**config.mk**
```make
export PLATFORM = sky130hd
export DESIGN_NAME = spi_cmd_decoder_flat
export DESIGN_NICKNAME = d
export VERILOG_FILES = /design/src/rtl/spi_cmd_decoder_if.sv /design/src/rtl/spi_cmd_decoder.sv /design/src/flat_wrapper.sv
export SDC_FILE = /design/constraint.sdc
export NUM_CORES = 1
export LEC_CHECK = 0
export ABC_AREA = 0
export BUFFER_PORTS_ARGS = -buffer_cell sky130_fd_sc_hd__buf_2
export CAP_MARGIN = 20
export CORE_ASPECT_RATIO = 1.1
export CORE_UTILIZATION = 46
export CTS_BUF_LIST = sky130_fd_sc_hd__clkbuf_2
export DETAILED_ROUTE_END_ITERATION = 10
export PLACE_DENSITY = 0.77
export SLEW_MARGIN = 20
export SYNTH_ARGS = -nofsm -noshare
export SYNTH_HDL_FRONTEND = slang
export SYNTH_SLANG_ARGS = --single-unit
export TNS_END_PERCENT = 1
```
**constraint.sdc**
```tcl
create_clock -name clk -period 3.1 [get_ports clk]
set_clock_uncertainty 0.1 [all_clocks]
set_input_delay 0.155 -clock clk [delete_from_list [all_inputs] [get_ports clk]]
set_output_delay 0.155 -clock clk [all_outputs]
set_load 0.01 [all_outputs]
```
**src/rtl/spi_cmd_decoder_if.sv**
```systemverilog
// Byte-side and CPU-side signal bundle of the SPI command decoder.
// The slave modport is the decoder view; the master modport is the transceiver/CPU view.
interface spi_cmd_decoder_if;
    logic        cs_n;
    logic        rx_byte_ready;
    logic [7:0]  rx_byte;
    logic [7:0]  tx_byte;
    logic [15:0] cpu_out;
    logic [15:0] cpu_in;
    logic        cmd_write;
    logic        cmd_read;
    logic        cmd_error;

    modport master (
        output cs_n,
        output rx_byte_ready,
        output rx_byte,
        output cpu_out,
        input  tx_byte,
        input  cpu_in,
        input  cmd_write,
        input  cmd_read,
        input  cmd_error
    );

    modport slave (
        input  cs_n,
        input  rx_byte_ready,
        input  rx_byte,
        input  cpu_out,
        output tx_byte,
        output cpu_in,
        output cmd_write,
        output cmd_read,
        output cmd_error
    );
endinterface

```
**src/rtl/spi_cmd_decoder.sv**
```systemverilog
// SPI byte-stream command decoder: write/read/clear opcodes framed by chip select.
// Define SPI_CMD_CHECKSUM_EN to require a trailing checksum byte on write frames.
module spi_cmd_decoder #(
    parameter logic [7:0] OP_WRITE = 8'h01,
    parameter logic [7:0] OP_READ  = 8'h02,
    parameter logic [7:0] OP_CLEAR = 8'h03,
    parameter logic [7:0] IDLE_TX  = 8'h00
) (
    input  logic                  clk,
    input  logic                  rst,
    spi_cmd_decoder_if.slave      bus
);

    typedef enum logic [2:0] {
        ST_IDLE,
        ST_WR_HI,
        ST_WR_LO,
        ST_RD_HI,
        ST_RD_LO,
`ifdef SPI_CMD_CHECKSUM_EN
        ST_DISCARD,
        ST_WR_CK
`else
        ST_DISCARD
`endif
    } state_t;

    state_t      state_q, state_d;
    logic [7:0]  hi_q, hi_d;
    logic [15:0] shadow_q, shadow_d;
    logic [7:0]  tx_byte_q, tx_byte_d;
    logic [15:0] cpu_in_q, cpu_in_d;
    logic        cmd_write_q, cmd_write_d;
    logic        cmd_read_q, cmd_read_d;
    logic        cmd_error_q, cmd_error_d;
`ifdef SPI_CMD_CHECKSUM_EN
    logic [7:0]  lo_q, lo_d;
`endif

    logic byte_valid;
    logic in_write;

    assign byte_valid = bus.rx_byte_ready && !bus.cs_n;

`ifdef SPI_CMD_CHECKSUM_EN
    assign in_write = (state_q == ST_WR_HI) || (state_q == ST_WR_LO) || (state_q == ST_WR_CK);
`else
    assign in_write = (state_q == ST_WR_HI) || (state_q == ST_WR_LO);
`endif

    always_comb begin
        state_d     = state_q;
        hi_d        = hi_q;
        shadow_d    = shadow_q;
        cpu_in_d    = cpu_in_q;
        cmd_write_d = 1'b0;
        cmd_read_d  = 1'b0;
        cmd_error_d = cmd_error_q;
`ifdef SPI_CMD_CHECKSUM_EN
        lo_d        = lo_q;
`endif

        // The CPU answers cmd_read combinationally, so capture while the strobe is high.
        if (cmd_read_q) begin
            shadow_d = bus.cpu_out;
        end

        if (bus.cs_n) begin
            state_d  = ST_IDLE;
            shadow_d = 16'h0000;
            if (in_write) begin
                cmd_error_d = 1'b1;
            end
        end else if (byte_valid) begin
            case (state_q)
                ST_IDLE: begin
                    if (bus.rx_byte == OP_WRITE) begin
                        state_d = ST_WR_HI;
                    end else if (bus.rx_byte == OP_READ) begin
                        state_d    = ST_RD_HI;
                        cmd_read_d = 1'b1;
                    end else if (bus.rx_byte == OP_CLEAR) begin
                        cmd_error_d = 1'b0;
                    end else if (bus.rx_byte != 8'h00) begin
                        cmd_error_d = 1'b1;
                        state_d     = ST_DISCARD;
                    end
                end
                ST_WR_HI: begin
                    hi_d    = bus.rx_byte;
                    state_d = ST_WR_LO;
                end
`ifdef SPI_CMD_CHECKSUM_EN
                ST_WR_LO: begin
                    lo_d    = bus.rx_byte;
                    state_d = ST_WR_CK;
                end
                ST_WR_CK: begin
                    if (bus.rx_byte == (hi_q ^ lo_q ^ OP_WRITE)) begin
                        cpu_in_d    = {hi_q, lo_q};
                        cmd_write_d = 1'b1;
                    end else begin
                        cmd_error_d = 1'b1;
                    end
                    state_d = ST_IDLE;
                end
`else
                ST_WR_LO: begin
                    cpu_in_d    = {hi_q, bus.rx_byte};
                    cmd_write_d = 1'b1;
                    state_d     = ST_IDLE;
                end
`endif
                ST_RD_HI: state_d = ST_RD_LO;
                ST_RD_LO: state_d = ST_IDLE;
                default:  state_d = state_q;
            endcase
        end

        // While the read strobe is only being requested the shadow is still stale.
        tx_byte_d = IDLE_TX;
        if (!cmd_read_d) begin
            if (state_d == ST_RD_HI) begin
                tx_byte_d = shadow_d[15:8];
            end else if (state_d == ST_RD_LO) begin
                tx_byte_d = shadow_d[7:0];
            end
        end
    end

    always_ff @(posedge clk) begin
        if (rst) begin
            state_q     <= ST_IDLE;
            hi_q        <= 8'h00;
            shadow_q    <= 16'h0000;
            tx_byte_q   <= IDLE_TX;
            cpu_in_q    <= 16'h0000;
            cmd_write_q <= 1'b0;
            cmd_read_q  <= 1'b0;
            cmd_error_q <= 1'b0;
`ifdef SPI_CMD_CHECKSUM_EN
            lo_q        <= 8'h00;
`endif
        end else begin
            state_q     <= state_d;
            hi_q        <= hi_d;
            shadow_q    <= shadow_d;
            tx_byte_q   <= tx_byte_d;
            cpu_in_q    <= cpu_in_d;
            cmd_write_q <= cmd_write_d;
            cmd_read_q  <= cmd_read_d;
            cmd_error_q <= cmd_error_d;
`ifdef SPI_CMD_CHECKSUM_EN
            lo_q        <= lo_d;
`endif
        end
    end

    assign bus.tx_byte   = tx_byte_q;
    assign bus.cpu_in    = cpu_in_q;
    assign bus.cmd_write = cmd_write_q;
    assign bus.cmd_read  = cmd_read_q;
    assign bus.cmd_error = cmd_error_q;

endmodule

```
**src/flat_wrapper.sv**
```systemverilog
// flat-port wrapper written by rule: the top's interface ports become plain ports
module spi_cmd_decoder_flat 
#(
    parameter logic [7:0] OP_WRITE = 8'h01,
    parameter logic [7:0] OP_READ  = 8'h02,
    parameter logic [7:0] OP_CLEAR = 8'h03,
    parameter logic [7:0] IDLE_TX  = 8'h00
)
  (clk, rst, bus_cs_n, bus_rx_byte_ready, bus_rx_byte, bus_cpu_out, bus_tx_byte, bus_cpu_in, bus_cmd_write, bus_cmd_read, bus_cmd_error);
  spi_cmd_decoder_if bus_i ();
  input  logic clk;
  input  logic rst;
  input wire logic [$bits(bus_i.cs_n)-1:0] bus_cs_n;
  input wire logic [$bits(bus_i.rx_byte_ready)-1:0] bus_rx_byte_ready;
  input wire logic [$bits(bus_i.rx_byte)-1:0] bus_rx_byte;
  input wire logic [$bits(bus_i.cpu_out)-1:0] bus_cpu_out;
  output wire logic [$bits(bus_i.tx_byte)-1:0] bus_tx_byte;
  output wire logic [$bits(bus_i.cpu_in)-1:0] bus_cpu_in;
  output wire logic [$bits(bus_i.cmd_write)-1:0] bus_cmd_write;
  output wire logic [$bits(bus_i.cmd_read)-1:0] bus_cmd_read;
  output wire logic [$bits(bus_i.cmd_error)-1:0] bus_cmd_error;
  assign bus_i.cs_n = bus_cs_n;
  assign bus_i.rx_byte_ready = bus_rx_byte_ready;
  assign bus_i.rx_byte = bus_rx_byte;
  assign bus_i.cpu_out = bus_cpu_out;
  assign bus_tx_byte = bus_i.tx_byte;
  assign bus_cpu_in = bus_i.cpu_in;
  assign bus_cmd_write = bus_i.cmd_write;
  assign bus_cmd_read = bus_i.cmd_read;
  assign bus_cmd_error = bus_i.cmd_error;
  spi_cmd_decoder #(.OP_WRITE(OP_WRITE), .OP_READ(OP_READ), .OP_CLEAR(OP_CLEAR), .IDLE_TX(IDLE_TX)) u_core (.clk(clk), .rst(rst), .bus(bus_i));
endmodule
```
==> impl_metrics.toml <==
[detailed_routing]
wirelength_um = 4503
dr.pass1.iters = 4
wire_per_inst_um = 12.51
drtAntennaViolNets = 0
vias = 1823
first_iter_violations = 90
vias_per_cell = 5.064
drcViolationCount = 0

[grt]
track_usage = 0.2005
grt_pass1_wl_um = 7245
gr-total-overflow = 0
antenna_found_initial = 0
grt_max_degree = 29
grt_pass1_vias = 1654

[worst_setup_path]
cp.arrival_ns = 2.40
worst_setup_path_start_kind = "flop"
worstSetupPathType = "flop to flop"
crit_required_ns = 3.32
cp_max_fo = 19
worst_setup_path_end_kind = "flop"

[layout]
layout-drive-gt1-share = 0.2124
num-fill-cells = 383
fin_cells = 360
finalNetCount = 333
diodes = 0
synthToLayoutAreaGrowth_pct = 26.96

[power_and_ir_drop]
power.density_nw_per_um2 = 434.7
ir_worst_vdd_v = 0.0002752
finalPower_mw = 1.160
leakagePower_nw = 1.026

[placed_design]
portBuffers = 54
post-place-cells = 328
post-dp-hpwl_um = 2871
gp_congestion = 0.8400

[yosys]
ys_warn_count = 0
yosysUniqueCellTypes = 30
yosysSeqAreaShare = 0.5143
ys_ff_latch = 54
syn_avg_cell_area_um2 = 8.945
netlist_area_um2 = 2102
syn_nets = 263
syn_inst = 235

[sta]
drv_slew = 0
final-setup-viol-count = 0
setup_tns_ns = 0
max_freq_mhz = 460.0
slew_headroom = 0.3159
final-hold-violation-count = 0
rsz0062_at_grt = "false"
fin_crit_ns = 2.174
final.period_utilization = 0.7012
worstMarginPinSlew_ns = 1.022

[clock_network]
cts_tree = "done"
clk_latency_ns = 0.47
clk_pin_slew_ns = 0.29
cts-htree-levels = 2
cts_inserted_buffers = 5
cts_root_buf = "clkbuf_2"
cts_buffer_depth = 2
cts_hold_buf = 24
cts_setup_buffers = 0
cts_resized = 0
cts.sinks = 54

[min_path]
hp-class = "primary input to flop"

[die]
ioPinCount = 55
core_area_um2 = 4348
die_h_um = 72.90
fp.dieW_um = 66.45
rows = 25
dieArea_um2 = 4844
start_util = 0.4835

[outcome]
outcome = "complete, no violations"

[flow_run]
timing.max_cap.violations = 0
==> critical path, cell delays in order, from the launching register on <==
cell	delay, ns
dfxtp_1	0.81
nor4b_1	0.17
a211oi_1	0.28
o211ai_1	0.44
mux2i_1	0.23
==> layer usage <==
| layer | track usage | part of all wire | vias to the layer above |
|---|---|---|---|
| met1 | 0.2267 | 0.45 | 822 |
| met3 | 0.05469 | 0.059 | 10 |
| li1 | - | - | 934 |
| met2 | 0.3503 | 0.48 | 57 |
| met5 | 0 | 0 | - |
| met4 | 0.08747 | 0.017 | 0 |
==> cells in the mapped netlist (all sizes together) <==
library cell	number	area, µm²
xnor2	1	8.760
a21oi	27	135.1
nor3	1	5.000
inv	2	7.510
a21o	1	7.510
dfxtp	54	1081
a311o	1	10.01
o211ai	1	7.510
nand2	53	198.9
mux2i	25	254.0
a31oi	1	6.260
or3b	1	8.760
nor2	20	75.07
nand4b	1	8.760
or2	1	6.260
nand3b	1	7.510
a211o	1	8.760
nor3b	1	18.77
nand3	17	85.08
a211oi	1	7.510
xor2	1	8.760
buf	9	60.06
clkbuf	7	26.28
o21a	1	7.510
a41o	1	10.01
nor4b	4	35.03
nor4	1	6.260
==> final cells by class <==
class                           count  area [µm²]  area share
Multi-Input combinational cell    163       927.1      0.3474
Inverter                            2       7.507    0.002813
Sequential cell                    54        1081      0.4051
Timing Repair Buffer               79       518.0      0.1941
Clock buffer                        5       25.02    0.009376
Clock inverter                      3       42.54     0.01594
Tap cell                           54       67.56     0.02532
==> path summary, 6_finish.rpt <==
| check | to | depth (start not counted) | slack [ns] | startpoint |
|---|---|---|---|---|
| worst max-delay path | u_core.bus.tx_byte[3] | 4 | 0.93 | u_core.state_q[0] |
| worst min-delay path | u_core.bus.cpu_in[5] | 2 | 0.04 | rst |
| worst max register to register | u_core.bus.tx_byte[3] | 4 | 0.93 | u_core.state_q[0] |
| worst min register to register | u_core.bus.cpu_in[5] | 2 | 0.37 | u_core.bus.cpu_in[5] |
==> logic make-up after synthesis <==
kind of cell / Yosys count / synth area share
simple gates: 101 / 0.2167
flops: 54 / 0.5143
compound gates: 35 / 0.09525
mux: 25 / 0.1208
buf+inv: 18 / 0.04465
xor+xnor: 2 / 0.008335
==> through the flow <==
stage          hold slack, ns  utilization  instance area (µm²)  setup slack (ns)
2_1_floorplan          0.1910            -                 2102             1.384
3_3_place_gp           0.3290       0.5430                 2361             1.079
3_5_place_dp           0.3314       0.5430                 2361            0.9893
4_1_cts               0.02587       0.6138                 2669            0.9183
5_1_grt               0.03285       0.6138                 2669            0.7359
6_report              0.04178       0.6138                 2669            0.9263
==> layout by cell type, fill, tap and decap left out, types with 2 or more instances in the layout <==
| cell | netlist | routed |
|---|---|---|
| dfxtp_1 | 54 | 54 |
| dlygate4sd3_1 | 0 | 24 |
| nor2_1 | 20 | 20 |
| nand2_1 | 53 | 53 |
| clkbuf_2 | 0 | 5 |
| mux2i_1 | 24 | 24 |
| nor4b_1 | 4 | 4 |
| nand3_1 | 17 | 17 |
| a21oi_1 | 27 | 27 |
| inv_1 | 2 | 2 |
| buf_2 | 6 | 54 |
==> power breakdown <==
group | switching, mW | leakage [nW] | total (mW) | internal (mW)
sequential | 0.00465 | 0.435 | 0.705 | 0.700
clock | 0.227 | 0.0410 | 0.364 | 0.137
combinational | 0.0437 | 0.550 | 0.0918 | 0.0481
total | 0.275 | 1.03 | 1.16 | 0.885
==> registers in the layout (all words and copies together) (netlist names) <==
| signal | cells |
|---|---|
| u_core.bus.cmd_read | 1 |
| u_core.state_q | 3 |
| u_core.bus.cmd_error | 1 |
| u_core.bus.cmd_write | 1 |
| u_core.shadow_q | 16 |
| u_core.bus.cpu_in | 16 |
| u_core.hi_q | 8 |
| u_core.bus.tx_byte | 8 |
No activity file was read; power rests on OpenSTA's default activity.
